**src/rtl/llm_params.sv**
```systemverilog
// rtl/llm_params.sv - shared widths and request record for the cache request front end
package llm_params;

    localparam int TAG_WIDTH       = 8;
    localparam int SET_INDEX_WIDTH = 4;
    localparam int OFFSET_WIDTH    = 4;
    localparam int CHI_DATA_WIDTH  = 32;
    localparam int ADDR_WIDTH      = TAG_WIDTH + SET_INDEX_WIDTH + OFFSET_WIDTH;

    // One queued request; the output slot uses the same record.
    typedef struct packed {
        logic [ADDR_WIDTH-1:0]     addr;
        logic [CHI_DATA_WIDTH-1:0] data;
        logic [7:0]                size;
    } llm_req_t;

endpackage

```
**src/rtl/llm_req_fifo.sv**
```systemverilog
// rtl/llm_req_fifo.sv - circular request FIFO of llm_req_t with push/pop/count/full/empty
module llm_req_fifo
    import llm_params::*;
#(
    parameter int DEPTH = 4
) (
    input  logic                         clk,
    input  logic                         rst_n,
    input  logic                         push_i,
    input  llm_req_t                     push_req_i,
    input  logic                         pop_i,
    output llm_req_t                     head_o,
    output logic [$clog2(DEPTH+1)-1:0]   count_o,
    output logic                         full_o,
    output logic                         empty_o
);

    localparam int PW = $clog2(DEPTH);
    localparam int CW = $clog2(DEPTH+1);

    llm_req_t        mem_q [DEPTH];
    logic [PW-1:0]   wr_ptr_q, wr_ptr_d;
    logic [PW-1:0]   rd_ptr_q, rd_ptr_d;
    logic [CW-1:0]   count_q, count_d;
    logic            push_ok, pop_ok;

    assign full_o  = (count_q == CW'(DEPTH));
    assign empty_o = (count_q == '0);
    assign count_o = count_q;
    assign head_o  = mem_q[rd_ptr_q];

    // Guard against overflow/underflow even if the caller misbehaves.
    assign push_ok = push_i && !full_o;
    assign pop_ok  = pop_i && !empty_o;

    // Pointer and occupancy next state; pointers wrap naturally since DEPTH is a power of two.
    always_comb begin
        wr_ptr_d = wr_ptr_q;
        rd_ptr_d = rd_ptr_q;
        count_d  = count_q;
        if (push_ok) begin
            wr_ptr_d = wr_ptr_q + PW'(1);
        end
        if (pop_ok) begin
            rd_ptr_d = rd_ptr_q + PW'(1);
        end
        case ({push_ok, pop_ok})
            2'b10:   count_d = count_q + CW'(1);
            2'b01:   count_d = count_q - CW'(1);
            default: count_d = count_q;
        endcase
    end

    // Pointer and occupancy registers.
    always_ff @(posedge clk) begin
        if (!rst_n) begin
            wr_ptr_q <= '0;
            rd_ptr_q <= '0;
            count_q  <= '0;
        end else begin
            wr_ptr_q <= wr_ptr_d;
            rd_ptr_q <= rd_ptr_d;
            count_q  <= count_d;
        end
    end

    // Entry storage; contents are don't-care until written, so no reset.
    always_ff @(posedge clk) begin
        if (rst_n && push_ok) begin
            mem_q[wr_ptr_q] <= push_req_i;
        end
    end

endmodule

```
**src/rtl/llm_req_arb.sv**
```systemverilog
// rtl/llm_req_arb.sv - request/snoop arbiter feeding the cache core with an optional starvation guard
module llm_req_arb
    import llm_params::*;
#(
    parameter int DEPTH          = 4,
    parameter int MAX_SNP_STREAK = 3
) (
    input  logic                       clk,
    input  logic                       rst_n,
    input  logic                       in_valid,
    output logic                       in_ready,
    input  logic [ADDR_WIDTH-1:0]      in_addr,
    input  logic [CHI_DATA_WIDTH-1:0]  in_data,
    input  logic [7:0]                 in_size,
    input  logic                       snp_in_valid,
    output logic                       snp_in_ready,
    input  logic [ADDR_WIDTH-1:0]      snp_in_addr,
    output logic [TAG_WIDTH-1:0]       tag,
    output logic [SET_INDEX_WIDTH-1:0] set_index,
    output logic [OFFSET_WIDTH-1:0]    offset,
    output logic [CHI_DATA_WIDTH-1:0]  req_data,
    output logic [7:0]                 req_size,
    output logic                       req_valid,
    output logic                       req_snp,
    input  logic                       req_ready
);

    localparam int CW = $clog2(DEPTH+1);

    llm_req_t              fifo_head;
    llm_req_t              push_req;
    logic [CW-1:0]         fifo_count;
    logic                  fifo_full, fifo_empty, fifo_has;
    logic                  push, pop;

    logic                  snp_buf_valid_q, snp_buf_valid_d;
    logic [ADDR_WIDTH-1:0] snp_buf_addr_q, snp_buf_addr_d;

    llm_req_t              slot_q, slot_d;
    logic                  req_valid_q, req_valid_d;
    logic                  req_snp_q, req_snp_d;

    logic                  slot_free, starve, grant_snp, grant_req, snp_take;

    assign push_req = '{addr: in_addr, data: in_data, size: in_size};
    assign in_ready = !fifo_full;
    assign push     = in_valid && in_ready;
    assign fifo_has = !fifo_empty;

    llm_req_fifo #(
        .DEPTH (DEPTH)
    ) u_fifo (
        .clk        (clk),
        .rst_n      (rst_n),
        .push_i     (push),
        .push_req_i (push_req),
        .pop_i      (pop),
        .head_o     (fifo_head),
        .count_o    (fifo_count),
        .full_o     (fifo_full),
        .empty_o    (fifo_empty)
    );

    // Arbitration: a buffered snoop wins unless the guard forces the FIFO head through.
    assign slot_free = !req_valid_q || req_ready;
    assign grant_snp = snp_buf_valid_q && !starve;
    assign grant_req = fifo_has && !grant_snp;
    assign pop       = slot_free && grant_req;
    assign snp_take  = slot_free && grant_snp;

`ifdef LLM_REQ_STARVE_EN
    localparam int SW = $clog2(MAX_SNP_STREAK+1);

    logic [SW-1:0] streak_q, streak_d;

    assign starve = (streak_q == SW'(MAX_SNP_STREAK)) && (fifo_count != '0);

    // Count snoop grants made while a request waits; any request grant or an empty queue resets it.
    always_comb begin
        streak_d = streak_q;
        if (fifo_count == '0) begin
            streak_d = '0;
        end else if (pop) begin
            streak_d = '0;
        end else if (snp_take) begin
            streak_d = streak_q + SW'(1);
        end
    end

    // Streak register.
    always_ff @(posedge clk) begin
        if (!rst_n) begin
            streak_q <= '0;
        end else begin
            streak_q <= streak_d;
        end
    end
`else
    logic unused_cfg;

    assign starve     = 1'b0;
    assign unused_cfg = (MAX_SNP_STREAK > 0) ^ (|fifo_count);
`endif

    // Snoop buffer and output slot next state.
    always_comb begin
        snp_buf_valid_d = snp_buf_valid_q;
        snp_buf_addr_d  = snp_buf_addr_q;
        slot_d          = slot_q;
        req_valid_d     = req_valid_q;
        req_snp_d       = req_snp_q;

        // Accept and grant cannot coincide: the buffer only accepts while empty.
        if (snp_in_valid && !snp_buf_valid_q) begin
            snp_buf_valid_d = 1'b1;
            snp_buf_addr_d  = snp_in_addr;
        end else if (snp_take) begin
            snp_buf_valid_d = 1'b0;
        end

        if (slot_free) begin
            if (grant_snp) begin
                slot_d      = '{addr: snp_buf_addr_q, data: '0, size: '0};
                req_valid_d = 1'b1;
                req_snp_d   = 1'b1;
            end else if (grant_req) begin
                slot_d      = fifo_head;
                req_valid_d = 1'b1;
                req_snp_d   = 1'b0;
            end else begin
                req_valid_d = 1'b0;
                req_snp_d   = 1'b0;
            end
        end
    end

    // Snoop buffer and output slot registers.
    always_ff @(posedge clk) begin
        if (!rst_n) begin
            snp_buf_valid_q <= 1'b0;
            snp_buf_addr_q  <= '0;
            slot_q          <= '0;
            req_valid_q     <= 1'b0;
            req_snp_q       <= 1'b0;
        end else begin
            snp_buf_valid_q <= snp_buf_valid_d;
            snp_buf_addr_q  <= snp_buf_addr_d;
            slot_q          <= slot_d;
            req_valid_q     <= req_valid_d;
            req_snp_q       <= req_snp_d;
        end
    end

    assign snp_in_ready = !snp_buf_valid_q;
    assign req_valid    = req_valid_q;
    assign req_snp      = req_snp_q;
    assign offset       = slot_q.addr[OFFSET_WIDTH-1:0];
    assign set_index    = slot_q.addr[OFFSET_WIDTH +: SET_INDEX_WIDTH];
    assign tag          = slot_q.addr[ADDR_WIDTH-1 -: TAG_WIDTH];
    assign req_data     = slot_q.data;
    assign req_size     = slot_q.size;

endmodule

```
**config.mk**
```make
export PLATFORM = sky130hd
export DESIGN_NAME = llm_req_arb
export DESIGN_NICKNAME = d
export VERILOG_FILES = /design/src/rtl/llm_params.sv /design/src/rtl/llm_req_fifo.sv /design/src/rtl/llm_req_arb.sv
export SDC_FILE = /design/constraint.sdc
export NUM_CORES = 1
export LEC_CHECK = 0
export CAP_MARGIN = 20
export CORE_ASPECT_RATIO = 2
export CORE_MARGIN = 1.5
export CORE_UTILIZATION = 59
export CTS_CLUSTER_DIAMETER = 60
export DETAILED_ROUTE_END_ITERATION = 12
export PLACE_DENSITY = 0.84
export SLEW_MARGIN = 20
export SYNTH_ARGS = -nofsm -noshare
export SYNTH_HDL_FRONTEND = slang
export SYNTH_SLANG_ARGS = --single-unit
```
**constraint.sdc**
```tcl
create_clock -name clk -period 5.05 [get_ports clk]
set_input_delay 0.505 -clock clk [delete_from_list [all_inputs] [get_ports clk]]
set_output_delay 0.505 -clock clk [all_outputs]
set_load 0.1 [all_outputs]
```
==> metrics, run 1 <==
outcome=finished clean; clock sinks=308; PwrDens=618 mW/mm^2; EDFF count, synth=224; largest net degree at the start of global routing=57; Max-cap violations=0; slowest CP cell=clkdlybuf4s50_1; fmax=295 MHz; Worst Reg-to-Reg Cells=4; CTS tree=built; die area=0.0199 mm^2; DRT iter0 DRCs=370; syn_nets=699; relative slew slack=28.5%; Multi-input gate area=0.00259 mm^2; clk_lat worst skew=0.53 ns; Async S/R FF share, synth=0%; GRT overflow=0; worst slew pin tran=1.07 ns; DRT Wirelength=23.7 mm; register area share after synthesis=74.9%; layout cells sized above 1=15.7%; Most used DFF post-synth=edfxtp_1; post-CTS setup buffers=0; routability cong.=0.793; DR vias=6195; Post-Syn Area=0.0112 mm^2; Fin. Hold Viols=0; hold_buf cts=0; clk root buf=clkbuf_16; post-synthesis cell count=616; DRC violations left=0; Fin Clk Skew=0.0140 ns; number of global-route vias before repair=6563; hpwl dp=14.5 mm; nets=827; Clk pin slew, worst setup/hold paths=0.07 ns; boundary pin count=137; setup ws final=1.66 ns; #FFs+latches synth=308; CP peak stage delay=0.98 ns; dpl ws=2.06 ns; Final setup viols=0; ant diodes=0; TritonCTS buffer count=25; fin crit period=3.39 ns; Total Routing Usage GR=24.3%; cts repair resizes=0; maximum root-to-sink buffer count=3; Mapped Avg Cell Area=18.2 um^2; Arr. time, crit path=2.89 ns; Synth Warn #=0; first-pass GRT wire length=36.2 mm; RSZ-0062 raised after global routing=false; most area-hungry cell type in the Yosys netlist=edfxtp_1; dpl cells=972; Finished Layout Cells=1017; row count=71; wire length per cell=23.3 um; Min Hold Slack=0.463 ns; Final Cycle Share=67.2%; top cell type's share of synthesized area=59.9%; FF/Latch Area=0.00841 mm^2; Cell variety after synth=36; critical path endpoint category=output pin; CP Max Fanout=28; DRT Pass-1 Iters=5; Setup CP Type=register to output pin; vias per cell=6.09; crit-path cells=clkinv_1, buf_4, clkdlybuf4s50_1; H-tree lvl count=1; area grow syn2layout=21.8%; Hold Path Cell Cnt=2; CP Data Required Time=4.55 ns; Starting Density=59.9%; Port Buffer Count=136; number of fill cells=1090; initial antenna violation count=0; die width=101 um; leakage power=4.43 nW; worst vdd ir=0.428 mV; Hold WC Path Type=register to register; final design utilization=73.0%; core footprint=0.0187 mm^2; final count of pins violating max slew=0; Die H=198 um; ANT nets after route=0; Synth area leaders=edfxtp_1, dfxtp_1, mux4_2, a32o_1, nand2_1; final setup TNS=0 ns; Worst setup SP type=register
## worst max-delay path: cells and delay by family (launching register included)
family / cells / cell delay (ns)
buffers and inverters: 3 / 1.38
DFF: 1 / 0.96
## cell type report
cell class / instances / share of cell area (%)
timing repair buffer: 145 / 10.5
clock buffer: 25 / 4.57
inverter: 5 / 0.137
clock inverter: 20 / 2.00
tap: 255 / 2.33
multi-input combinational: 259 / 18.9
sequential: 308 / 61.5
## cells by family (layout without fill, tap and decap cells)
family / count (synthesis) / in the layout / synth area share [%]
compound gates: 100 / 100 / 6.84
flops: 308 / 308 / 74.9
buf+inv: 49 / 195 / 2.16
fa+ha+maj: 6 / 6 / 0.736
simple gates: 93 / 93 / 3.78
xor+xnor: 2 / 2 / 0.156
mux: 58 / 58 / 11.4
## report_power, final
part	switching [mW]	leakage, nW	total, mW	internal, mW
registers	0.265	2.72	3.31	3.04
clock network	0.884	0.435	2.11	1.22
logic	2.11	1.27	3.04	0.930
## stage by stage
step | total power, mW | cell area [um^2]
after floorplan | 5.68 | 11200
after CTS | 8.49 | 13700
after detailed placement | 6.39 | 12800
final | 8.46 | 13700
after global routing | 8.73 | 13700
after global placement | 6.30 | 12800
## state kept, by name, indices dropped and copies added, names as in the netlist, named ones only
register         count
snp_buf_addr_q      16
tag                  8
set_index            4
grant_snp            1
u_fifo.wr_ptr_q      2
offset               4
u_fifo.count_o       3
req_snp              1
u_fifo.mem_q       224
u_fifo.rd_ptr_q      2
req_size             8
req_valid            1
req_data            32
## final timing paths
check / end / slack, ns / from
worst min-delay path: snp_buf_addr_q[13]$_SDFFE_PN0P_ / 0.46 / snp_buf_addr_q[13]$_SDFFE_PN0P_
worst max-delay path: snp_in_ready / 1.66 / grant_snp$_SDFFE_PN0P_
worst max register to register: u_fifo.mem_q[3][17]$_DFFE_PP_ / 2.45 / u_fifo.count_o[0]$_SDFFE_PN0P_
worst min register to register: snp_buf_addr_q[13]$_SDFFE_PN0P_ / 0.46 / snp_buf_addr_q[13]$_SDFFE_PN0P_
## layer usage
| metal | global-route usage, % | up-vias | routed length (um) |
|---|---|---|---|
| li1 | - | 2732 | - |
| met1 | 28.4 | 3156 | 8430 |
| met2 | 44.2 | 251 | 13200 |
| met3 | 3.67 | 56 | 1240 |
| met4 | 10.3 | 0 | 859 |
| met5 | 0 | - | 0 |
## layout by cell type, fill, tap and decap left out, types with 2 or more instances in the layout
cell type	instances
buf_4	8
bufinv_16	6
mux2i_1	2
inv_6	2
clkdlybuf4s50_1	135
clkinv_1	5
mux4_2	56
nand3_1	2
a311oi_1	16
ha_1	5
clkinv_2	3
nand2b_1	3
clkinv_4	2
a32o_1	40
clkbuf_16	25
a21o_1	2
a21oi_1	40
nand2_1	67
nor3_1	2
and3_2	4
edfxtp_1	224
inv_1	3
dfxtp_1	82
nor2_1	3
## Yosys cell counts (all sizes together), types with 3 or more instances
cell type,number
edfxtp,224
dfxtp,84
nand2,68
mux4,56
a21oi,40
a32o,40
clkbuf,29
a311oi,16
buf,15
ha,5
and3,4
inv,4
nor2,4
nand2b,3
Note: power is estimated with default switching activity, not from simulation.
==> run 2: changes to the inputs <==
CORE_UTILIZATION = 50   (was 59)
PLACE_DENSITY = 0.76   (was 0.84)
clock period = 3.1 ns   (was 5.05 ns; I/O delays follow)
==> run 2 against run 1 <==
  * Die area grew 18%
  * Largest power group unchanged
  * Cell count grew 2.9%
  * Core utilization fell by 11 points
==> metrics, run 2 (same netlist as run 1, synthesis figures left out) <==
nets=833 (was 827); worst reg2reg startpoint=u_fifo.count_o[0]$_SDFFE_PN0P_ (unchanged); delay-heaviest family, CP=buffers and inverters (unchanged); clk root buf=clkbuf_16 (unchanged); worst vdd ir=0.704 mV (was 0.428 mV); CP peak stage delay=1.15 ns (was 0.98 ns); most common library cell in the layout ignoring fill and taps=edfxtp_1 (unchanged); maximum root-to-sink buffer count=3 (unchanged); DRT iter0 DRCs=455 (was 370); max reg flops=224 (unchanged); Fin Clk Skew=0.0117 ns (was 0.0140 ns); RSZ-0062 raised after global routing=false (unchanged); wire length per cell=21.8 um (was 23.3 um); leakage power=4.43 nW (about the same); commonest cells after routing, fill and taps aside=edfxtp_1, clkdlybuf4s50_1, dfxtp_1, nand2_1, mux4_2 (unchanged); H-tree lvl count=1 (unchanged); relative slew slack=30.8% (was 28.5%); die width=109 um (was 101 um); initial antenna violation count=1 (was 0); critical path endpoint category=output pin (unchanged); boundary pin count=137 (unchanged); Final Cycle Share=76.4%; Total Routing Usage GR=20.1% (was 24.3%); die area=0.0234 mm^2 (was 0.0199 mm^2); Setup CP Type=register to output pin (unchanged); Critical Path Source=req_data[10]$_SDFFE_PN0P_ (was grant_snp$_SDFFE_PN0P_); hpwl dp=13.9 mm (was 14.5 mm); outcome=finished clean (unchanged); CP Max Fanout=2 (was 28); hold path start=rst_n (was snp_buf_addr_q[13]$_SDFFE_PN0P_); Die H=215 um (was 198 um); Buf/Inv on CP=1 (was 3); routability cong.=0.760 (was 0.793); slowest CP cell=clkdlybuf4s50_1 (unchanged); DRT Pass-1 Iters=7 (was 5); Placed Area=0.0129 mm^2 (was 0.0128 mm^2); Largest Register=u_fifo.mem_q (unchanged); CP Data Required Time=2.79 ns (was 4.55 ns); vias per cell=5.81 (was 6.09); DRC violations left=0 (unchanged); cts repair resizes=0 (unchanged); DR vias=6088 (was 6195); DRT Wirelength=22.9 mm (was 23.7 mm); design area=0.0137 mm^2 (about the same); final setup TNS=0 ns (unchanged); core footprint=0.0221 mm^2 (was 0.0187 mm^2); worst slew pin tran=1.03 ns (was 1.07 ns); number of global-route vias before repair=6415 (was 6563); clk_lat worst skew=0.53 ns (about the same); fmax=422 MHz; ANT nets after route=0 (unchanged); Port Buffer Count=136 (unchanged); CTS tree=built (unchanged); fin crit period=2.37 ns; Final setup viols=0 (unchanged); clock sinks=308 (unchanged); hold_buf cts=0 (unchanged); Starting Density=50.9% (was 59.9%); area grow syn2layout=21.8% (about the same); Clk pin slew, worst setup/hold paths=0.07 ns (about the same); Worst setup SP type=register (unchanged); Hold WC Path Type=input pin to register (was register to register); Arr. time, crit path=2.06 ns (was 2.89 ns); crit-path cells=clkdlybuf4s50_1 (was clkinv_1, buf_4, clkdlybuf4s50_1); Max-cap violations=0 (unchanged); TritonCTS buffer count=26 (was 25); final count of pins violating max slew=0 (unchanged); row count=77 (was 71); PwrDens=977 mW/mm^2 (was 618 mW/mm^2); GRT overflow=0 (unchanged); post-CTS setup buffers=0 (unchanged); largest net degree at the start of global routing=57 (unchanged); layout cells sized above 1=16.4% (was 15.7%); first-pass GRT wire length=35.4 mm (was 36.2 mm); Fin. Hold Viols=0 (unchanged)
-- run 2: cell types whose count changed in the layout (fill, tap and decap cells not counted), moves of 3 or more --
cell / before / now
clkdlybuf4s50_1: 135 / 129
buf_4: 8 / 15
buf_12: 1 / 5
clkbuf_1: 0 / 6
clkinv_2: 3 / 6
bufinv_16: 6 / 0
-- run 2: stage by stage --
step / power [mW] / hold WS, ns / worst slack (ns) / instances / utilization, %
5_1_grt: 13.9 / 0.325 / 0.678 / 1047 / 61.9
4_1_cts: 13.5 / 0.300 / 0.692 / 1046 / 61.9
6_report: 13.3 / 0.307 / 0.732 / 1047 / 61.9
3_3_place_gp: 10.3 / 0.446 / 0.563 / 998 / 58.3
3_5_place_dp: 10.4 / 0.450 / 0.501 / 998 / 58.3
2_1_floorplan: 9.25 / 0.409 / 0.0537 / 616 / -
-- run 2: path summary, 6_finish.rpt --
check,end,slack (ns),depth (start not counted)
max,req_data[10],0.73,1
min,register,0.31,3
max reg2reg,u_fifo.count_o[2]$_SDFFE_PN0P_,0.85,8
min reg2reg,snp_buf_addr_q[3]$_SDFFE_PN0P_,0.46,2
-- run 2: layout make-up --
type | instances | area, um^2
inverters | 5 | 18.8
clock inverters | 13 | 65.1
diodes | 1 | 2.50
flip-flops and latches | 308 | 8410
well taps | 276 | 345
repair buffers | 150 | 1510
fillers | 1614 | 8400
clock buffers | 35 | 726
multi-input cells | 259 | 2590
-- run 2: power breakdown --
| part | switching (mW) | total (mW) | internal [mW] |
|---|---|---|---|
| Clock | 1.37 | 3.02 | 1.64 |
| Sequential | 0.348 | 5.30 | 4.95 |
| Combinational | 3.50 | 5.03 | 1.53 |
| Total | 5.22 | 13.3 | 8.13 |
-- run 2: metal layers --
layer	routed length, um	up-vias	track usage [%]
li1	-	2737	-
met1	8570	3112	23.6
met2	12700	200	36.9
met3	1020	39	2.58
met4	610	0	7.02
met5	0	-	0
